## config.mk

```make
export PLATFORM = sky130hd
export DESIGN_NAME = mat_rd_arbiter
export DESIGN_NICKNAME = d
export VERILOG_FILES = /design/src/rtl/mat_pkg.sv /design/src/rtl/rr_pick.sv /design/src/rtl/mat_rd_arbiter.sv
export SDC_FILE = /design/constraint.sdc
export NUM_CORES = 1
export LEC_CHECK = 0
export ABC_AREA = 1
export CORE_MARGIN = 8
export CORE_UTILIZATION = 41
export DETAILED_ROUTE_END_ITERATION = 8
export GPL_ROUTABILITY_DRIVEN = 1
export PLACE_DENSITY = 0.86
export SKIP_LAST_GASP = 1
export SYNTH_ARGS = -nofsm -noshare
export SYNTH_HDL_FRONTEND = slang
export SYNTH_SLANG_ARGS = --single-unit
```

## constraint.sdc

```tcl
create_clock -name clk -period 1.9 [get_ports clk]
set_clock_uncertainty 0.15 [all_clocks]
set_input_delay 0.285 -clock clk [delete_from_list [all_inputs] [get_ports clk]]
set_output_delay 0.285 -clock clk [all_outputs]
set_load 0.01 [all_outputs]
```

## src/rtl/mat_pkg.sv

```systemverilog
// Shared widths and arbiter state encoding for the matrix read path.
package mat_pkg;

    localparam int DIM_WIDTH  = 3;
    localparam int DATA_WIDTH = 8;

    typedef enum logic [1:0] {
        S_IDLE    = 2'd0,
        S_GRANT   = 2'd1,
        S_RELEASE = 2'd2
    } arb_state_e;

    // Width of an index into n items; never narrower than one bit.
    function automatic int idx_width(input int n);
        return (n > 1) ? $clog2(n) : 1;
    endfunction

endpackage

```

## src/rtl/rr_pick.sv

```systemverilog
// Round-robin picker: first requesting index after last_i, wrapping.
module rr_pick #(
    parameter int NUM_REQ = 3,
    parameter int IDX_W   = 2
) (
    input  logic [NUM_REQ-1:0] req_i,
    input  logic [IDX_W-1:0]   last_i,
    output logic               found_o,
    output logic [IDX_W-1:0]   idx_o
);

    int cand;

    // Scan starting one past the previous winner so it gets lowest priority.
    always_comb begin
        found_o = 1'b0;
        idx_o   = '0;
        cand    = 0;
        for (int k = 1; k <= NUM_REQ; k++) begin
            cand = (int'(last_i) + k) % NUM_REQ;
            if (!found_o && req_i[cand]) begin
                found_o = 1'b1;
                idx_o   = IDX_W'(cand);
            end
        end
    end

endmodule

```

## src/rtl/mat_rd_arbiter.sv

```systemverilog
// Round-robin arbiter granting several requesters single-element reads
// from shared matrix storage, with a per-access timeout and abort.
module mat_rd_arbiter #(
    parameter int NUM_REQ    = 3,
    parameter int DIM_WIDTH  = mat_pkg::DIM_WIDTH,
    parameter int DATA_WIDTH = mat_pkg::DATA_WIDTH,
    parameter int TIMEOUT    = 15,
    localparam int GID_W     = mat_pkg::idx_width(NUM_REQ)
) (
    input  logic                           clk,
    input  logic                           rst,
    input  logic [NUM_REQ-1:0]             req_rd_en,
    input  logic [NUM_REQ-1:0]             req_slot,
    input  logic [NUM_REQ*DIM_WIDTH-1:0]   req_row,
    input  logic [NUM_REQ*DIM_WIDTH-1:0]   req_col,
    output logic [DATA_WIDTH-1:0]          req_elem,
    output logic [NUM_REQ-1:0]             req_elem_valid,
    output logic [NUM_REQ-1:0]             req_timeout,
    output logic                           mem_rd_en,
    output logic                           mem_slot_idx,
    output logic [DIM_WIDTH-1:0]           mem_row_idx,
    output logic [DIM_WIDTH-1:0]           mem_col_idx,
    input  logic [DATA_WIDTH-1:0]          mem_rd_elem,
    input  logic                           mem_rd_elem_valid,
    output logic                           busy,
    output logic [GID_W-1:0]               grant_id
);

    import mat_pkg::*;

    localparam int CNT_W = $clog2(TIMEOUT + 1);

    arb_state_e             state_q;
    logic [GID_W-1:0]       grant_id_q;
    logic [GID_W-1:0]       last_grant_q;
    logic [CNT_W-1:0]       cnt_q;
    logic                   mem_rd_en_q;
    logic                   mem_slot_q;
    logic [DIM_WIDTH-1:0]   mem_row_q;
    logic [DIM_WIDTH-1:0]   mem_col_q;
    logic [DATA_WIDTH-1:0]  elem_q;
    logic [NUM_REQ-1:0]     elem_vld_q;
    logic [NUM_REQ-1:0]     tmo_q;

    logic                   pick_found;
    logic [GID_W-1:0]       pick_idx;
    logic [NUM_REQ-1:0]     grant_onehot;
    logic                   req_held;

    rr_pick #(
        .NUM_REQ (NUM_REQ),
        .IDX_W   (GID_W)
    ) u_rr_pick (
        .req_i   (req_rd_en),
        .last_i  (last_grant_q),
        .found_o (pick_found),
        .idx_o   (pick_idx)
    );

    assign grant_onehot = NUM_REQ'(1) << grant_id_q;
    // The granted requester still wants the access (or has not yet let go).
    assign req_held     = |(req_rd_en & grant_onehot);

    // Arbitration FSM; every output is a register so the memory sees clean edges.
    always_ff @(posedge clk) begin
        if (rst) begin
            state_q      <= S_IDLE;
            grant_id_q   <= '0;
            last_grant_q <= GID_W'(NUM_REQ - 1);
            cnt_q        <= '0;
            mem_rd_en_q  <= 1'b0;
            mem_slot_q   <= 1'b0;
            mem_row_q    <= '0;
            mem_col_q    <= '0;
            elem_q       <= '0;
            elem_vld_q   <= '0;
            tmo_q        <= '0;
        end else begin
            elem_vld_q <= '0;
            tmo_q      <= '0;
            case (state_q)
                S_IDLE: begin
                    if (pick_found) begin
                        grant_id_q  <= pick_idx;
                        mem_slot_q  <= req_slot[pick_idx];
                        mem_row_q   <= req_row[pick_idx*DIM_WIDTH +: DIM_WIDTH];
                        mem_col_q   <= req_col[pick_idx*DIM_WIDTH +: DIM_WIDTH];
                        mem_rd_en_q <= 1'b1;
                        cnt_q       <= '0;
                        state_q     <= S_GRANT;
                    end
                end
                S_GRANT: begin
                    if (!req_held) begin
                        // Requester gave up: drop silently, fairness pointer untouched.
                        mem_rd_en_q <= 1'b0;
                        state_q     <= S_IDLE;
                    end else if (mem_rd_elem_valid) begin
                        // Data beats the timeout when both land on the same cycle.
                        elem_q       <= mem_rd_elem;
                        elem_vld_q   <= grant_onehot;
                        last_grant_q <= grant_id_q;
                        mem_rd_en_q  <= 1'b0;
                        state_q      <= S_RELEASE;
                    end else if (cnt_q == CNT_W'(TIMEOUT - 1)) begin
                        tmo_q        <= grant_onehot;
                        last_grant_q <= grant_id_q;
                        mem_rd_en_q  <= 1'b0;
                        state_q      <= S_RELEASE;
                    end else begin
                        cnt_q <= cnt_q + CNT_W'(1);
                    end
                end
                S_RELEASE: begin
                    if (!req_held) begin
                        state_q <= S_IDLE;
                    end
                end
                default: begin
                    state_q <= S_IDLE;
                end
            endcase
        end
    end

    assign req_elem       = elem_q;
    assign req_elem_valid = elem_vld_q;
    assign req_timeout    = tmo_q;
    assign mem_rd_en      = mem_rd_en_q;
    assign mem_slot_idx   = mem_slot_q;
    assign mem_row_idx    = mem_row_q;
    assign mem_col_idx    = mem_col_q;
    assign grant_id       = grant_id_q;
    assign busy           = (state_q != S_IDLE);

endmodule

```

==> results of run 1 <==
## cell families (layout without fill, tap and decap cells)
logic type      Yosys count  count (layout)
fa+ha+maj                 6               6
flops                    32              32
simple gates            149             149
buf+inv                  48             146
compound gates           30              30
## Yosys cell counts (3+ instances only)
library cell	number
nor3_1	7
nand3b_1	3
inv_2	5
o21ai_1	3
ha_1	6
nand4_1	3
inv_1	39
o21ai_0	9
nand2_1	43
nor2_1	46
dfxtp_1	32
nand3_1	32
a21oi_1	12
nand2_2	5
## metal layers
metal	vias up	GRT usage, %	wire length, um
li1	1047	-	-
met1	985	18.35	2354
met2	111	33.57	3183
met3	19	7.330	647
met4	0	6.316	170
met5	-	0	0
## metrics by stage
step	total power, mW	std cells	utilization (%)
6_report	3.468	415	70.39
5_1_grt	3.665	415	70.39
3_3_place_gp	2.435	399	62.29
2_1_floorplan	1.716	265	-
3_5_place_dp	2.481	399	62.29
4_1_cts	3.279	413	68.46
## what timing repair did
| action | in CTS | in global routing |
|---|---|---|
| setup buffers | 6 | 2 |
| endpoints found under the setup margin | 14 | 17 |
| hold buffers | 0 | 0 |
| pin swaps | 25 | 15 |
| gates resized for setup | 28 | 19 |
| cloned | 0 | 0 |
## cell type report
class,instances,area (um2)
fill,320,1262
multi-input combinational,185,1122
inverter,45,181.4
clock inverter,1,7.507
clock buffer,7,86.33
timing repair buffer,93,890.9
tap,52,65.06
sequential,32,648.1
## flip-flops by register name, summed over array words and instances, names as in the netlist, 2 cells and up
name	flops
cnt_q	4
last_grant_q	2
state_q	2
mem_row_idx	3
mem_col_idx	3
req_elem_valid	3
req_elem	8
grant_id	2
req_timeout	3
## power breakdown
group | leakage [nW] | switching (mW) | internal [mW] | total, mW
clock network | 0.0445 | 0.269 | 0.294 | 0.563
logic | 1.04 | 1.05 | 0.960 | 2.01
registers | 0.262 | 0.0919 | 0.801 | 0.893
## worst register-to-register path, stage by stage (launching register included)
cell	delay (ns)
dfxtp_4	0.37
inv_4	0.04
ha_4	0.32
inv_4	0.06
nand2_2	0.07
nand3_2	0.09
nand2_4	0.15
nand4_1	0.13
nand2_2	0.15
buf_12	0.13
nand2_4	0.05
nor2_4	0.10
nor2_2	0.06
a21oi_2	0.15
## worst max-delay path by stage
stage / from / to / slack (ns) / cells past startpoint
floorplan: last_grant_q[0] / mem_col_idx[0] / 0.02 / 14
global placement: req_rd_en[2] / mem_col_idx[1] / -0.17 / 9
detailed placement: req_rd_en[2] / mem_row_idx[0] / -0.29 / 9
CTS: last_grant_q[0] / mem_row_idx[0] / -0.06 / 13
global route: last_grant_q[0] / mem_slot_idx / -0.24 / 13
finish: last_grant_q[0] / mem_slot_idx / -0.18 / 13
==> impl_metrics.env, run 1 <==
export IMPL_firstDrtPassIters=5
export IMPL_r2r_end="mem_slot_idx"
export IMPL_slew_headroom_pct=74.67
export IMPL_route_detailed_drc=0
export IMPL_synth_cell_types=30
export IMPL_hold_class="reg -> reg"
export IMPL_grt_pass1_vias=2162
export IMPL_hold_violations=0
export IMPL_nNetsFinal=403
export IMPL_mostFrequentLayoutCell="clkdlybuf4s50_1"
export IMPL_row_count=24
export IMPL_ys_flop_type="dfxtp_1"
export IMPL_fin_ws_ns=-0.1817
export IMPL_worst_setup_path_start_kind="flop"
export IMPL_placement_io_buffers=59
export IMPL_synth_xor_area_share_pct=0
export IMPL_arrival_ns=2.15
export IMPL_clock_latency_ns=0.29
export IMPL_syn_num_nets=306
export IMPL_vdd_drop_max_v=0.0005688
export IMPL_syn_inst=265
export IMPL_tightest_slew_ns=0.3795
export IMPL_min_period_ns=2.082
export IMPL_yosysTopAreaCell="dfxtp_1"
export IMPL_status="finished, violations left"
export IMPL_synth_compound_area_share_pct=9.348
export IMPL_die_area_um2=6666
export IMPL_dp_hpwl_mm=4.143
export IMPL_synth_edf_count=0
export IMPL_final_cell_mix="clkdlybuf4s50_1, nor2_1, nand2_1"
export IMPL_die_height_um=81.65
export IMPL_fin_crit_sh_pct=109.6
export IMPL_clkSinkCount=32
export IMPL_netlist_area_um2=1767
export IMPL_num_vias=2162
export IMPL_start_util_pct=41.43
export IMPL_drive_above_1_share_pct=27.00
export IMPL_reg2regPathDepth=13
export IMPL_setup_viol=12
export IMPL_antenna_cells=0
export IMPL_holdWs_ns=0.3496
export IMPL_antenna_left=0
export IMPL_dieWidth_um=81.65
export IMPL_grt_setup_unrepaired="true"
export IMPL_synth_simple_gate_area_share_pct=39.59
export IMPL_hold_path_depth=2
export IMPL_synth_top_family_by_area="simple AND/OR/NAND/NOR gates"
export IMPL_synth_seq_cells=32
export IMPL_wl_mm=6.355
export IMPL_avgViaCountPerCell=5.210
export IMPL_holdPathEnd="cnt_q[0]"
export IMPL_placed_area_um2=2656
export IMPL_yosysSeqAreaShare_pct=36.26
export IMPL_crit_path_end_kind="flop"
export IMPL_grt_ovfl_total=0
export IMPL_slowest_stage="dfxtp_4"
export IMPL_synthTopCellsByArea="dfxtp_1, nor2_1, nand2_1"
export IMPL_grt_usage_pct=18.31
export IMPL_rr_startpoint="last_grant_q[0]"
export IMPL_yosys_area_top_type_share_pct=36.26
export IMPL_cp_max_fo=7
export IMPL_max_freq_mhz=480.4
export IMPL_cp_cell_sequence="inv_4 -> ha_4 -> inv_4 -> nand2_2 -> nand3_2 -> nand2_4 -> nand4_1 -> nand2_2 -> buf_12 -> nand2_4 -> nor2_4 -> nor2_2 -> a21oi_2"
export IMPL_final_cell_area_um2=3002
export IMPL_dp_slack_ns=-0.2858
export IMPL_numCtsBuffers=5
export IMPL_maxCapViolCount=0
export IMPL_crit_buf_inv=3
export IMPL_root_buffer="clkbuf_8"
export IMPL_clkSlewWorstSetupHoldPaths_ns=0.07
export IMPL_hp_start="cnt_q[0]"
export IMPL_antenna_found_initial=0
export IMPL_drtIter0Drc=153
export IMPL_synth_adder_area_share_pct=4.249
export IMPL_crit_required_ns=1.97
export IMPL_yosysWarningCount=0
export IMPL_p_per_area_nw_per_um2=1155
export IMPL_cts_tree="yes"
export IMPL_slowest_delay_ns=0.37
export IMPL_grt_max_degree=15
export IMPL_grt_pass1_wl_mm=9.742
export IMPL_synthToLayoutAreaGrowth_pct=69.90
export IMPL_cp_top_family="simple AND/OR/NAND/NOR gates"
export IMPL_htree_levels=2
export IMPL_clockBufferDepth=2
export IMPL_tns_ns=-1.333
export IMPL_place_congestion=0.8383
export IMPL_avgSynthCellArea_um2=6.667
export IMPL_critPathKind="reg -> reg"
export IMPL_failed_checks="negative setup slack"
export IMPL_io_pins=60
export IMPL_ys_async_sr_fraction_pct=0
export IMPL_maxSlewViolCount=0
export IMPL_core_area_um2=4264
export IMPL_rrSetupSlack_ns=-0.18
export IMPL_leakage_nw=1.345
export IMPL_muxShareOfSynthArea_pct=0
export IMPL_wl_per_cell_um=15.31
No activity file was read; power rests on OpenSTA's default activity.
==> inputs of run 2 (changes only) <==
--- a/config.mk
+++ b/config.mk
@@ -12,6 +12,7 @@
 export GPL_ROUTABILITY_DRIVEN = 1
 export PLACE_DENSITY = 0.86
 export SKIP_LAST_GASP = 1
+export SLEW_MARGIN = 20
 export SYNTH_ARGS = -nofsm -noshare
 export SYNTH_HDL_FRONTEND = slang
 export SYNTH_SLANG_ARGS = --single-unit
==> results of run 2 <==
No change in the layout: final DEF, timing and power equal those of run 1.
==> inputs of run 3 (changes only) <==
--- a/config.mk
+++ b/config.mk
@@ -6,7 +6,7 @@
 export NUM_CORES = 1
 export LEC_CHECK = 0
 export ABC_AREA = 1
-export CORE_MARGIN = 8
+export CORE_MARGIN = 10
 export CORE_UTILIZATION = 41
 export DETAILED_ROUTE_END_ITERATION = 8
 export GPL_ROUTABILITY_DRIVEN = 1
==> impl_metrics.env, run 3 (synthesis gave the netlist of run 1 again) <==
export IMPL_numCtsBuffers=5
export IMPL_fin_cells=409
export IMPL_fin_ws_ns=-0.2268
export IMPL_fin_crit_sh_pct=111.9
export IMPL_clockBufferDepth=2
export IMPL_crit_buf_inv=3
export IMPL_die_height_um=85.65
export IMPL_cts_tree="yes"
export IMPL_post_route_util_pct=72.38
export IMPL_grt_max_degree=15
export IMPL_dp_hpwl_mm=4.038
export IMPL_tns_ns=-1.670
export IMPL_cp_top_family="simple AND/OR/NAND/NOR gates"
export IMPL_leakage_nw=1.329
export IMPL_wl_mm=6.046
export IMPL_nNetsFinal=399
export IMPL_slowest_stage="dfxtp_4"
export IMPL_antenna_found_initial=0
export IMPL_die_area_um2=7335
export IMPL_row_count=23
export IMPL_maxSlewViolCount=0
export IMPL_p_per_area_nw_per_um2=1175
export IMPL_clkSinkCount=32
export IMPL_mostFrequentLayoutCell="clkdlybuf4s50_1"
export IMPL_hold_class="reg -> reg"
export IMPL_placed_area_um2=2621
export IMPL_grt_setup_unrepaired="true"
export IMPL_maxCapViolCount=0
export IMPL_place_congestion=0.9563
export IMPL_failed_checks="negative setup slack"
export IMPL_firstDrtPassIters=5
export IMPL_drive_above_1_share_pct=22.84
export IMPL_nFillCells=304
export IMPL_setup_viol=13
export IMPL_grt_ovfl_total=0
export IMPL_dp_slack_ns=-0.2535
export IMPL_slew_headroom_pct=74.49
export IMPL_arrival_ns=2.19
export IMPL_antenna_left=0
export IMPL_grt_usage_pct=15.33
export IMPL_drtIter0Drc=178
export IMPL_antenna_cells=0
export IMPL_power_mw=3.474
export IMPL_min_period_ns=2.127
export IMPL_critPathKind="reg -> reg"
export IMPL_largest_register_ffs=8
export IMPL_clkSlewWorstSetupHoldPaths_ns=0.07
export IMPL_dieWidth_um=85.65
export IMPL_root_buffer="clkbuf_8"
export IMPL_placement_io_buffers=59
export IMPL_grt_pass1_wl_mm=9.556
export IMPL_status="finished, violations left"
export IMPL_final_cell_mix="clkdlybuf4s50_1, nor2_1, inv_1"
export IMPL_cp_max_fo=8
export IMPL_ctsHoldBuffers=0
export IMPL_vdd_drop_max_v=0.0005313
export IMPL_core_area_um2=4086
export IMPL_max_freq_mhz=470.2
export IMPL_crit_path_end_kind="flop"
export IMPL_grt_pass1_vias=2129
export IMPL_worst_setup_path_start_kind="flop"
export IMPL_num_vias=2094
export IMPL_start_util_pct=43.23
export IMPL_synthToLayoutAreaGrowth_pct=67.42
export IMPL_final_cell_area_um2=2958
export IMPL_htree_levels=2
export IMPL_holdWs_ns=0.3319
export IMPL_clock_latency_ns=0.29
export IMPL_io_pins=60
export IMPL_route_detailed_drc=0
export IMPL_avgViaCountPerCell=5.120
export IMPL_hold_violations=0
export IMPL_place_inst=396
export IMPL_wl_per_cell_um=14.78
export IMPL_cp_cell_sequence="inv_1 -> buf_4 -> ha_1 -> o21ai_2 -> nand2_2 -> nand3_4 -> nand2_8 -> inv_8 -> nand3_4 -> nor2_1 -> nor2_1 -> a21oi_1"
export IMPL_slowest_delay_ns=0.37
export IMPL_tightest_slew_ns=0.3823
export IMPL_crit_required_ns=1.97
[run 3: cell count changes in the layout (fill, tap and decap cells not counted), moves of 2 or more]
cell / delta
nand3_2: -8
nand3_1: +6
a21oi_1: +4
a21oi_2: -4
buf_4: -4
buf_12: -3
buf_6: +3
dfxtp_1: +2
dfxtp_2: -2
nand3_4: +2
[run 3: what timing repair did]
item	in CTS	in global routing
gates resized for setup	25	17
endpoints found under the setup margin	16	15
buffers inserted	3	2
pin swaps	10	14
[run 3: final timing paths]
kind / end / slack [ns] / start / depth (start not counted)
min: mem_rd_en / 0.33 / mem_rd_en / 2
max reg2reg: mem_slot_idx / -0.23 / last_grant_q[1] / 12
min reg2reg: mem_rd_en / 0.33 / mem_rd_en / 2
max: mem_slot_idx / -0.23 / last_grant_q[1] / 12
[run 3: worst min-delay path: stages (launching register included)]
cell     delay (ns)
dfxtp_1        0.32
nand2_1        0.06
a21oi_1        0.05
[run 3: layer usage]
layer	routed length, um	GRT usage, %	vias to the layer above
met1	2386	16.34	949
met2	2832	26.29	96
li1	-	-	1030
met4	165	4.940	0
met3	661	7.001	19
met5	0	0	-
[run 3: power by group]
| part | total (mW) | internal [mW] | switching, mW |
|---|---|---|---|
| registers | 0.870 | 0.799 | 0.0710 |
| logic | 1.88 | 0.860 | 1.02 |
| clock network | 0.723 | 0.463 | 0.260 |
| total | 3.47 | 2.12 | 1.35 |
[run 3: layout make-up]
type	instances	area, um2	share of cell area [%]
Multi-Input combinational cell	185	1102	37.27
Timing Repair Buffer	89	834.6	28.21
Sequential cell	32	645.6	21.83
Inverter	45	186.4	6.303
Clock buffer	7	96.34	3.257
Tap cell	50	62.56	2.115
Clock inverter	1	30.03	1.015
